## src/rtl/imm_gen_pipe.sv

```systemverilog
// imm_gen_pipe: RISC-V immediate generator behind a 2-entry elastic buffer.
// Each instruction is decoded before it is registered. The main register
// drives the outputs, and a skid register absorbs one extra entry so that
// in_ready can be a pure register output.

module imm_gen_pipe #(
   parameter int XLEN  = 32,
   parameter int TAG_W = 32
) (
   input  logic             clk,
   input  logic             rst,
   input  logic             flush,
   input  logic             in_valid,
   output logic             in_ready,
   input  logic [31:0]      in_instr,
   input  logic [TAG_W-1:0] in_tag,
   output logic             out_valid,
   input  logic             out_ready,
   output logic [XLEN-1:0]  out_imm,
   output logic [2:0]       out_fmt,
   output logic             out_illegal,
   output logic [31:0]      out_instr,
   output logic [TAG_W-1:0] out_tag
);

   // Buffer occupancy
   localparam logic [1:0] ST_EMPTY = 2'd0;
   localparam logic [1:0] ST_ONE   = 2'd1;
   localparam logic [1:0] ST_TWO   = 2'd2;

   // Immediate format codes
   localparam logic [2:0] FMT_NONE = 3'd0;
   localparam logic [2:0] FMT_I    = 3'd1;
   localparam logic [2:0] FMT_S    = 3'd2;
   localparam logic [2:0] FMT_B    = 3'd3;
   localparam logic [2:0] FMT_U    = 3'd4;
   localparam logic [2:0] FMT_J    = 3'd5;
   localparam logic [2:0] FMT_Z    = 3'd6;

   // Major opcodes
   localparam logic [6:0] OPC_LOAD     = 7'b0000011;
   localparam logic [6:0] OPC_OP_IMM   = 7'b0010011;
   localparam logic [6:0] OPC_JALR     = 7'b1100111;
   localparam logic [6:0] OPC_MISC_MEM = 7'b0001111;
   localparam logic [6:0] OPC_OP_IMM32 = 7'b0011011;
   localparam logic [6:0] OPC_STORE    = 7'b0100011;
   localparam logic [6:0] OPC_BRANCH   = 7'b1100011;
   localparam logic [6:0] OPC_LUI      = 7'b0110111;
   localparam logic [6:0] OPC_AUIPC    = 7'b0010111;
   localparam logic [6:0] OPC_JAL      = 7'b1101111;
   localparam logic [6:0] OPC_SYSTEM   = 7'b1110011;
   localparam logic [6:0] OPC_OP       = 7'b0110011;
   localparam logic [6:0] OPC_OP32     = 7'b0111011;

   // One buffered, fully decoded entry
   typedef struct packed {
      logic [XLEN-1:0]  imm;
      logic [2:0]       fmt;
      logic             illegal;
      logic [31:0]      instr;
      logic [TAG_W-1:0] tag;
   } entry_t;

   localparam int     ENTRY_W    = $bits(entry_t);
   localparam entry_t ENTRY_ZERO = entry_t'({ENTRY_W{1'b0}});

   // Classify the instruction into an immediate format and a legality flag
   function automatic logic [3:0] classify(input logic [31:0] instr);
      logic [2:0] fmt;
      logic       ill;
      fmt = FMT_NONE;
      ill = 1'b0;
      if (instr[1:0] != 2'b11) begin
         ill = 1'b1;
      end else begin
         case (instr[6:0])
            OPC_LOAD, OPC_OP_IMM, OPC_JALR, OPC_MISC_MEM: fmt = FMT_I;
            OPC_OP_IMM32: begin
               if (XLEN == 64) fmt = FMT_I;
               else            ill = 1'b1;
            end
            OPC_STORE:           fmt = FMT_S;
            OPC_BRANCH:          fmt = FMT_B;
            OPC_LUI, OPC_AUIPC:  fmt = FMT_U;
            OPC_JAL:             fmt = FMT_J;
            OPC_SYSTEM: begin
               case (instr[14:12])
                  3'b101, 3'b110, 3'b111: fmt = FMT_Z;
                  3'b100:                 ill = 1'b1;
                  default:                fmt = FMT_NONE;
               endcase
            end
            OPC_OP:              fmt = FMT_NONE;
            OPC_OP32: begin
               if (XLEN == 64) fmt = FMT_NONE;
               else            ill = 1'b1;
            end
            default:             ill = 1'b1;
         endcase
      end
      return {fmt, ill};
   endfunction

   // Assemble the immediate for a given format; NONE yields zero
   function automatic logic [XLEN-1:0] build_imm(input logic [31:0] instr,
                                                 input logic [2:0]  fmt);
      logic [XLEN-1:0] r;
      r = {XLEN{instr[31]}};
      case (fmt)
         FMT_I: r[11:0] = instr[31:20];
         FMT_S: r[11:0] = {instr[31:25], instr[11:7]};
         FMT_B: r[12:0] = {instr[31], instr[7], instr[30:25], instr[11:8], 1'b0};
         FMT_U: r[31:0] = {instr[31:12], 12'd0};
         FMT_J: r[20:0] = {instr[31], instr[19:12], instr[20], instr[30:21], 1'b0};
         FMT_Z: begin
            r      = {XLEN{1'b0}};
            r[4:0] = instr[19:15];
         end
         default: r = {XLEN{1'b0}};
      endcase
      return r;
   endfunction

   logic [1:0] state_r, state_s;
   entry_t     main_r, main_s;
   entry_t     skid_r, skid_s;
   logic       ready_r, ready_s;
   logic       valid_r, valid_s;
   logic [3:0] cls_s;
   entry_t     dec_s;
   logic       accept_s;

   // Decode the incoming instruction ahead of the buffer registers
   always_comb begin
      cls_s         = classify(in_instr);
      dec_s.fmt     = cls_s[3:1];
      dec_s.illegal = cls_s[0];
      dec_s.imm     = build_imm(in_instr, cls_s[3:1]);
      dec_s.instr   = in_instr;
      dec_s.tag     = in_tag;
   end

   assign accept_s = in_valid & ready_r;

   // Next-state and next-contents of the elastic buffer
   always_comb begin
      state_s = state_r;
      main_s  = main_r;
      skid_s  = skid_r;
      if (flush) begin
         state_s = ST_EMPTY;
         main_s  = ENTRY_ZERO;
         skid_s  = ENTRY_ZERO;
      end else begin
         case (state_r)
            ST_EMPTY: begin
               if (accept_s) begin
                  state_s = ST_ONE;
                  main_s  = dec_s;
               end else begin
                  state_s = ST_EMPTY;
               end
            end
            ST_ONE: begin
               if (accept_s && out_ready) begin
                  main_s = dec_s;
               end else if (accept_s) begin
                  state_s = ST_TWO;
                  skid_s  = dec_s;
               end else if (out_ready) begin
                  state_s = ST_EMPTY;
               end else begin
                  state_s = ST_ONE;
               end
            end
            ST_TWO: begin
               // in_ready is low here, so only a drain can happen
               if (out_ready) begin
                  state_s = ST_ONE;
                  main_s  = skid_r;
                  skid_s  = ENTRY_ZERO;
               end else begin
                  state_s = ST_TWO;
               end
            end
            default: begin
               state_s = ST_EMPTY;
               main_s  = ENTRY_ZERO;
               skid_s  = ENTRY_ZERO;
            end
         endcase
      end
      ready_s = (state_s != ST_TWO);
      valid_s = (state_s != ST_EMPTY);
   end

   // Buffer registers; reset overrides flush and blocks any accept
   always_ff @(posedge clk) begin
      if (rst) begin
         state_r <= ST_EMPTY;
         main_r  <= ENTRY_ZERO;
         skid_r  <= ENTRY_ZERO;
         ready_r <= 1'b1;
         valid_r <= 1'b0;
      end else begin
         state_r <= state_s;
         main_r  <= main_s;
         skid_r  <= skid_s;
         ready_r <= ready_s;
         valid_r <= valid_s;
      end
   end

   assign in_ready    = ready_r;
   assign out_valid   = valid_r;
   assign out_imm     = main_r.imm;
   assign out_fmt     = main_r.fmt;
   assign out_illegal = main_r.illegal;
   assign out_instr   = main_r.instr;
   assign out_tag     = main_r.tag;

   imm_gen_pipe_chk #(.XLEN(XLEN), .TAG_W(TAG_W)) u_chk (
      .clk         (clk),
      .rst         (rst),
      .flush       (flush),
      .in_ready    (in_ready),
      .out_valid   (out_valid),
      .out_ready   (out_ready),
      .out_imm     (out_imm),
      .out_fmt     (out_fmt),
      .out_illegal (out_illegal),
      .out_instr   (out_instr),
      .out_tag     (out_tag)
   );

endmodule

// Protocol and decode invariants of imm_gen_pipe, observed at its ports.
module imm_gen_pipe_chk #(
   parameter int XLEN  = 32,
   parameter int TAG_W = 32
) (
   input logic             clk,
   input logic             rst,
   input logic             flush,
   input logic             in_ready,
   input logic             out_valid,
   input logic             out_ready,
   input logic [XLEN-1:0]  out_imm,
   input logic [2:0]       out_fmt,
   input logic             out_illegal,
   input logic [31:0]      out_instr,
   input logic [TAG_W-1:0] out_tag
);

   // A stalled output must not change until it is taken
   a_stall_stable: assert property (@(posedge clk) disable iff (rst)
      (out_valid && !out_ready && !flush) |=>
         (out_valid && $stable(out_imm) && $stable(out_fmt) &&
          $stable(out_illegal) && $stable(out_instr) && $stable(out_tag)));

   // Flush empties the buffer and reopens the input
   a_flush_empty: assert property (@(posedge clk) disable iff (rst)
      flush |=> (!out_valid && in_ready));

   // NONE format always carries a zero immediate
   a_none_zero: assert property (@(posedge clk) disable iff (rst)
      (out_fmt == 3'd0) |-> (out_imm == {XLEN{1'b0}}));

   // Illegal instructions never report a format
   a_illegal_none: assert property (@(posedge clk) disable iff (rst)
      out_illegal |-> (out_fmt == 3'd0));

endmodule

```

## config.mk

```make
export PLATFORM = sky130hd
export DESIGN_NAME = imm_gen_pipe
export DESIGN_NICKNAME = d
export VERILOG_FILES = /design/src/rtl/imm_gen_pipe.sv
export SDC_FILE = /design/constraint.sdc
export NUM_CORES = 1
export LEC_CHECK = 0
export BUFFER_PORTS_ARGS = -buffer_cell sky130_fd_sc_hd__buf_2
export CAP_MARGIN = 5
export CORE_MARGIN = 2
export CORE_UTILIZATION = 41
export DETAILED_ROUTE_END_ITERATION = 10
export SETUP_SLACK_MARGIN = 0.2
export SLEW_MARGIN = 20
export SYNTH_ARGS = -nofsm -noshare
export SYNTH_HDL_FRONTEND = slang
export SYNTH_HIERARCHICAL = 1
export SYNTH_SLANG_ARGS = --single-unit
export TNS_END_PERCENT = 1
```

## constraint.sdc

```tcl
create_clock -name clk -period 2.11 [get_ports clk]
set_input_delay 0.211 -clock clk [delete_from_list [all_inputs] [get_ports clk]]
set_output_delay 0.211 -clock clk [all_outputs]
set_load 0.02 [all_outputs]
```

Word-level counts from Yosys, hierarchy flattened:

Cells that the tools add are included.

* $add $sub $neg: 0
* $mul: 0
* divide/modulo/power cells: 0
* magnitude comparators: 0
* equal/unequal tests: 30
* shift operators: 0
* muxes and demuxes: 24
* bitwise logic cells: 2
* reductions and logical operators: 13

Operator list (number)
* case mux 100 bit (3 select lines): 2
* 2-to-1 mux 100 bit: 5
* case mux 12 bit (5 select lines): 1
* == test 7 bit (second input constant): 4
* case mux 8 bit (3 select lines): 1
* case mux 11 bit (2 select lines): 1
* == test 3 bit (second input constant): 7
* == test 7 x 6 -> 1 bit (second input constant): 3
* case mux 3 bit (6 select lines): 1
* == test 7 x 5 -> 1 bit (second input constant): 2
* inequality test 2 bit (second input constant): 7
* OR reduction 10 bit: 1
* 2-to-1 mux 2 bit: 4
* OR reduction 4 bit: 2
* == test 7 x 2 -> 1 bit (second input constant): 1
* == test 7 x 4 -> 1 bit (second input constant): 1
* == test 3 x 2 -> 1 bit (second input constant): 2
* 2-to-1 mux 3 bit: 2
* case mux 2 bit (3 select lines): 1
* OR reduction 2 bit: 3
* OR reduction 3 bit: 2
* 2-to-1 mux 1 bit: 4
* case mux 1 bit (2 select lines): 2
* AND reduction 4 bit: 1
* other kinds (9): 9

* register bits after elaboration: 204
* latch bits: 0
* bits in writable memories: 0
* ROM bits: 0
* bits of input ports: 69
* output and inout bits: 102
* logic and storage cells: 82
* memories: 0

Longest topological paths before layout:

Gate-level depths: netlist (run 1).

* depth after elaboration: 11
* depth in mapped cells: 8
* depth with buffers taken out: 5

Worst setup path after synthesis (run 1):

OpenSTA, ideal clock, no wires.

* kind: input -> register
* start point: in in_instr[4]
* end point: reg skid_r[80] (netlist name)
* setup time: 122 ps
* arrival: 1488 ps
* required time: 1988 ps
* setup slack: 500 ps
* cell stages on the path: 7
* path buffers: 2
* path through: buf_6 > or3b_4 > a21oi_4 > nor2_2 > and4_4 > buf_6 > a221o_1

* longest elaborated chain between the ends: 10
* elaborated cells on any way between the ends: 25
* those cells by class: eq/ne (15); mux (6); reduce/logical (4)

RTL lines
* start: declaration: RTL line 15 `input logic [31:0] in_instr,`
* == test 7 x 2 -> 1 bit (tied with other cells): RTL line 76 `case (instr[6:0])`
* OR reduction 4 bit / OR reduction 2 bit (equally long branches)
* case mux 3 bit (6 select lines) (*): RTL line 76
* 2-to-1 mux 3 bit (*): RTL line 73 `if (instr[1:0] != 2'b11) begin`
* == test 3 x 2 -> 1 bit (tied with other cells): RTL line 109 `case (fmt)`
* OR reduction 3 bit (no source line) / OR reduction 2 bit (equally long branches)
* case mux 1 bit (2 select lines) (*): RTL line 109
* 2-to-1 mux 100 bit (*): RTL line 167 `end else if (accept_s) begin`
* 2-to-1 mux 100 bit (*): RTL line 165 `if (accept_s && out_ready) begin`
* case mux 100 bit (3 select lines) (*): RTL line 155 `case (state_r)`
* end signal: assignment: RTL line 208 `skid_r <= skid_s;`
* end: declaration: RTL line 126 `entry_t skid_r, skid_s;`

Mark *: on every way between the ends. The rest lies on a longest branch, timed or not. The select of a mux whose other input is x is not followed.
A chain may end at the register's enable or synchronous reset.

Worst setup path after layout (run 1):

* start point: reg state_r[0]
* end point: reg skid_r[85] (netlist name)

* longest elaborated chain between the ends: 3
* elaborated cells on any way between the ends: 9
* those cells by class: eq/ne (5); mux (1); bitwise (1); reduce/logical (2)

RTL lines
* start: declaration: RTL line 124 `logic [1:0] state_r, state_s;`
* start signal: assignment: RTL line 206 `state_r <= state_s;`
* == test 2 x 1 -> 1 bit (tied with other cells): RTL line 155
* inequality test 2 bit (no source line) / inverter 1 bit (equally long branches)
* AND reduction 4 bit (no source line)

Parallel ways exist; a longest one is shown, timed or not.

==> run_results.csv, run 1 <==
group,metric,value,unit
sta,maxSlewHeadroom,47.99,%
hold_path,hp-class,"primary input to flip-flop",
global_route,use_met2,34.00,%
clock_tree,cts_tree,"yes",
sta,tightest_slew,0.7801,ns
sta,fin_crit_sh,85.91,%
power_and_ir_drop,finalPower,8.698,mW
clock_tree,cts_htree_levels,1,
synth,synth_top_area_share,47.63,%
synth,syn_area,8574,um2
setup_path,critPathKind,"flip-flop to flip-flop",
power_and_ir_drop,p_int,6.473,mW
power_and_ir_drop,swShare,25.59,%
floorplanning,die_w,148.6,um
floorplanning,core.rowCount,52,
power_and_ir_drop,power.leakage,4.207,nW
power_and_ir_drop,peakVddDrop,0.0005771,V
synth,ys_top_cells_by_count,"dfxtp_1 (204), nor2_1 (137), a21oi_1 (83), a22oi_1 (83), clkbuf_1 (60)",
routing,drt-total-wl,24930,um
sta,max_freq,551.7,MHz
synth,syn_inst,994,
routing,route.detailed.wl_per_inst,17.72,um
clock_tree,path_clk_slew,0.06,ns
sta,setup_tns,0,ns
floorplanning,dieArea,22090,um2
setup_path,cp-end-kind,"flip-flop",
place,place_area,9682,um2
flow_run,maxCapViolCount,0,
synth,yosys.area.top_type,"dfxtp_1",
setup_path,worstPathMaxFanout,36,
outcome,status,"finished, final reports clean",
routing,drtIter0Drc,478,
synth,synthArstFlopShare,0,%
sta,hold_viol_final,0,
final_layout,fill_cells,2001,
power_and_ir_drop,power.density,836.5,nW/um2
sta,setup_slack,0.2973,ns
clock_tree,insertion_delay,0.51,ns
global_route,grtUsageMet3,3.988,%
global_route,grt_usage,21.71,%
global_route,grt_max_degree,88,
power_and_ir_drop,clkPwrFrac,43.7,%
routing,vias,7934,
synth,synth_most_common_cell,"dfxtp_1",
clock_tree,cts_resized,0,
place,place_worst_setup_slack,0.2112,ns
synth,syn_nets,1063,
global_route,busiest_layer,"met2",
global_route,grtUsageMet1,31.41,%
synth,yosys_most_used_dff,"dfxtp_1",
setup_path,required,2.56,ns
routing,drc,0,
sta,setup_violations,0,
synth,synth_area_leaders,"dfxtp_1 (48%), a22oi_1 (7.3%), nor2_1 (6.0%), a21oi_1 (4.8%), a211oi_1 (4.1%)",
global_route,grt_overflow,0,
clock_tree,cts_root_buf,"clkbuf_16",
final_layout,nNetsFinal,1191,
sta,finClkSkew,0.008271,ns
final_layout,layout-drive-gt1-share,22.43,%
synth,seq_area_frac_synth,47.63,%
synth,yosysUniqueCellTypes,55,
synth,syn_area_per_cell,8.626,um2
global_route,grt_pass1_vias,7285,
final_layout,final_area,10400,um2
power_and_ir_drop,switching_power,2.226,mW
sta,period_minus_slack,1.813,ns
place,gp_congestion,0.8408,
sta,slew_viol_final,0,
power_and_ir_drop,power_frac_comb,10.4,%
clock_tree,cts.sinks,204,
floorplanning,fp.dieH,148.6,um
final_layout,area_delta_synth_final,21.28,%
clock_tree,numCtsBuffers,23,
clock_tree,cts.hold.buffers_added,0,
routing,ant_nets,0,
synth,synth_edf_count,0,
final_layout,diodes,0,
clock_tree,clock_path_buffers,3,
global_route,grt_pass1_wl,39210,um
routing,drtPass1Iterations,6,
global_route,antenna_found_initial,0,
floorplanning,initial_utilization,42.10,%
floorplanning,core_area,20360,um2
setup_path,arrival,2.26,ns
sta,holdWs,0.01107,ns
sta,rsz0062_at_grt,"yes",
floorplanning,io_pins,171,
routing,routed_via_density,5.639,
setup_path,worstSetupStartpointType,"flip-flop",
synth,synth-warning-count,6,
synth,yosys_register_bits,204,
power_and_ir_drop,seqPwrFrac,46.0,%
place,io_buffers,170,
place,dp_hpwl,16250,um
clock_tree,post_cts_buffers,0,
==> sequential cells by signal (all words and copies together) (netlist names) <==
register and cells:
out_fmt 3, out_illegal 1, out_imm 32, skid_r 100, out_valid 1, out_tag 32, in_ready 1, state_r 2
out_instr 32
==> metrics by stage <==
| step | instances | util [%] |
|---|---|---|
| 5_1_grt | 1407 | 51.06 |
| 4_1_cts | 1407 | 51.03 |
| 6_report | 1407 | 51.06 |
| 3_5_place_dp | 1367 | 47.54 |
| 2_1_floorplan | 994 | - |
| 3_3_place_gp | 1367 | 47.54 |
==> power by group through the flow <==
stage | clock [mW] | sequential [mW] | combinational, mW
2_1_floorplan | 0 | 4.18 | 0.463
3_3_place_gp | 0 | 4.08 | 0.897
3_5_place_dp | 0 | 4.08 | 0.899
4_1_cts | 3.87 | 4.00 | 0.903
5_1_grt | 4.05 | 4.01 | 0.988
6_report | 3.80 | 4.00 | 0.901
==> critical path: stages, from the launching register on <==
cell and delay, ns:
dfxtp_1 0.45, nand2b_1 0.21, nor3_2 0.27, buf_12 0.25, and3_1 0.36, a221o_1 0.21
==> layer usage <==
layer / wire (um) / vias up
li1: - / 3919
met1: 11700 / 3746
met2: 11330 / 241
met3: 1594 / 28
met4: 303 / 0
met5: 0 / -
==> worst paths after layout <==
| kind | slack [ns] | cells past startpoint | start | end |
|---|---|---|---|---|
| worst max-delay path | 0.30 | 5 | state_r[0] | skid_r[85] |
| worst min-delay path | 0.01 | 3 | in_instr[9] | skid_r[41] |
| worst max register to register | 0.30 | 5 | state_r[0] | skid_r[85] |
| worst min register to register | 0.46 | 2 | skid_r[79] | skid_r[79] |
==> layout make-up <==
type | instances | area [um2] | area share, %
Clock buffer | 31 | 635.6 | 6.112
Clock inverter | 9 | 73.82 | 0.7099
Inverter | 15 | 56.30 | 0.5415
Multi-Input combinational cell | 674 | 4019 | 38.65
Sequential cell | 204 | 4088 | 39.31
Tap cell | 270 | 337.8 | 3.249
Timing Repair Buffer | 204 | 1189 | 11.43
==> placed cells by master (no fill, tap or decap), types with 3 or more instances in the layout <==
cell type  count
a31oi_1       32
nand2_1       40
clkbuf_1       5
dfxtp_1      203
nor3_1        14
a21oi_1       83
and2_1         6
nand3_1       21
clkinv_2       7
a211oi_1      47
clkbuf_16     23
inv_1         14
clkbuf_8       3
buf_4         26
a221o_1        8
buf_12         6
a22oi_1       83
a221oi_1      14
o211a_1        8
o221ai_1       7
o21ai_0       53
o21a_1         3
a311oi_1      18
nor2b_1       40
nor2_1       135
and3_1        21
buf_2        170
==> kinds of logic (layout without fill, tap and decap cells) <==
kind of cell / Yosys count / in the layout / share of synthesized area, %
buffers and inverters: 116 / 259 / 5.939
AO/OA/AOI/OAI: 372 / 372 / 29.46
flip-flops: 204 / 204 / 47.63
AND/OR/NAND/NOR: 301 / 301 / 16.85
multiplexers: 1 / 1 / 0.1167
No activity file was read; power rests on OpenSTA's default activity.
==> inputs of run 2 (changes only) <==
--- a/config.mk
+++ b/config.mk
@@ -10,6 +10,7 @@
 export CORE_MARGIN = 2
 export CORE_UTILIZATION = 41
 export DETAILED_ROUTE_END_ITERATION = 10
+export HOLD_SLACK_MARGIN = 0.12
 export SETUP_SLACK_MARGIN = 0.2
 export SLEW_MARGIN = 20
 export SYNTH_ARGS = -nofsm -noshare
==> run_results.csv, run 2 (synthesis gave the netlist of run 1 again) <==
group,metric,value,unit
sta,setup_violations,0,
setup_path,crit_start,"in_instr[4]",
setup_path,worstPathMaxFanout,10,
clock_tree,path_clk_slew,0.06,ns
final_layout,largest-register,"skid_r",
sta,maxSlewHeadroom,47.99,%
setup_path,worst-path-buf-inv,3,
floorplanning,core.rowCount,52,
setup_path,slowest_stage,"dlygate4sd3_1",
final_layout,diodes,0,
global_route,grt_overflow,0,
final_layout,nNetsFinal,1225,
setup_path,reg2reg_depth,5,
final_layout,area_delta_synth_final,25.26,%
setup_path,worstSetupStartpointType,"primary input",
routing,vias,8047,
sta,finClkSkew,0.009010,ns
sta,tightest_slew,0.7801,ns
place,dp_hpwl,16250,um
global_route,grt_pass1_wl,39710,um
global_route,antenna_found_initial,0,
setup_path,critPathKind,"primary input to flip-flop",
sta,hold_viol_final,0,
final_layout,largest_reg_flops,100,
final_layout,fin_util,52.74,%
sta,setup_tns,0,ns
final_layout,layout-drive-gt1-share,22.03,%
setup_path,required,2.55,ns
floorplanning,initial_utilization,42.10,%
setup_path,crit_chain,"dlygate4sd3_1 > buf_2 > or3b_4 > a21oi_4 > buf_4 > and3_2 > a221o_1",
hold_path,hp-class,"primary input to flip-flop",
setup_path,arrival,2.26,ns
sta,period_minus_slack,1.813,ns
setup_path,slowest_delay,0.51,ns
final_layout,fill_cells,1972,
clock_tree,cts_root_buf,"clkbuf_16",
setup_path,ff2ff_setup_slack,0.30,ns
setup_path,rr_startpoint,"state_r[1]",
routing,drtIter0Drc,521,
setup_path,cp-end-kind,"flip-flop",
floorplanning,core_area,20360,um2
clock_tree,cts_tree,"yes",
setup_path,crit_cells,7,
final_layout,final_common_cell,"dfxtp_1",
setup_path,crit_family,"buffers and inverters",
flow_run,maxCapViolCount,0,
sta,fin_crit_sh,85.94,%
final_layout,seqCellArea,4088,um2
routing,drc,0,
routing,route.detailed.wl_per_inst,17.53,um
power_and_ir_drop,power.density,815.0,nW/um2
final_layout,final_cell_mix,"dfxtp_1 (203), buf_2 (170), nor2_1 (134)",
routing,routed_via_density,5.584,
sta,holdWs,0.1295,ns
clock_tree,clock_path_buffers,3,
final_layout,multiInputGateArea,4023,um2
place,io_buffers,170,
sta,slew_viol_final,0,
global_route,grt_usage,21.95,%
sta,max_freq,551.5,MHz
global_route,grt_pass1_vias,7421,
floorplanning,io_pins,171,
clock_tree,numCtsBuffers,23,
clock_tree,insertion_delay,0.51,ns
routing,drt-total-wl,25260,um
routing,drtPass1Iterations,5,
power_and_ir_drop,finalPower,8.753,mW
setup_path,r2r_end,"out_imm[3]",
clock_tree,cts.sinks,204,
floorplanning,dieArea,22090,um2
routing,ant_nets,0,
floorplanning,die_w,148.6,um
global_route,grt_max_degree,88,
outcome,status,"finished, final reports clean",
power_and_ir_drop,peakVddDrop,0.0005780,V
power_and_ir_drop,power.leakage,4.350,nW
sta,rsz0062_at_grt,"yes",
clock_tree,cts_htree_levels,1,
place,gp_congestion,0.8408,
setup_path,crit_end,"skid_r[85]",
floorplanning,fp.dieH,148.6,um
==> run 2: cell types whose count changed in the layout (fill, tap and decap cells not counted), sizes merged <==
cell / previous run / this run
dlygate4sd3: 0 / 33
buf: 204 / 205
==> run 2: cell type report <==
| class | count | share of cell area (%) |
|---|---|---|
| multi-input combinational | 674 | 37.45 |
| inverter | 15 | 0.5242 |
| timing repair buffer | 238 | 14.21 |
| clock buffer | 31 | 5.918 |
| tap | 270 | 3.145 |
| clock inverter | 9 | 0.6873 |
| sequential | 204 | 38.06 |
==> run 2: metrics by stage <==
step	cell area, um2	setup slack, ns	std cells
finish	10740	0.2966	1441
global route	10740	0.1445	1441
CTS	10720	0.2472	1440
detailed placement	9682	0.2112	1367
global placement	9682	0.2518	1367
floorplan	8574	0.5002	994
==> run 2: power by group <==
part	switching, mW	internal (mW)	leakage, nW	total, mW
registers	0.0508	3.95	1.66	4.00
logic	0.612	0.339	2.34	0.950
clock network	1.58	2.23	0.357	3.81
==> run 2: how the worst min path moves through the flow <==
stage	start	endpoint	slack [ns]	cells past startpoint
floorplan	in_instr[12]	skid_r[80]	0.35	1
global placement	skid_r[78]	skid_r[78]	0.44	2
detailed placement	skid_r[74]	skid_r[74]	0.44	2
CTS	in_tag[9]	skid_r[9]	0.12	4
global route	in_tag[14]	skid_r[14]	0.13	4
finish	in_tag[23]	skid_r[23]	0.13	4
==> run 2: tightest hold or removal path, stage by stage <==
cell and delay, ns:
buf_2 0.07, nor2b_1 0.16, a22oi_1 0.09, nor2_1 0.08
==> run 2: per-layer routing <==
layer | up-vias | GRT usage (%) | wire (um)
met5 | - | 0 | 0
met4 | 0 | 4.381 | 297
met3 | 24 | 3.834 | 1486
met2 | 236 | 34.91 | 11600
met1 | 3807 | 31.50 | 11880
li1 | 3980 | - | -
==> run 2: what timing repair did <==
action,4_1_cts,5_1_grt
hold buffers,33,0
endpoints found under the hold margin,73,0
setup endpoints to repair,0,75
setup buffers,0,1
gates resized for setup,0,4
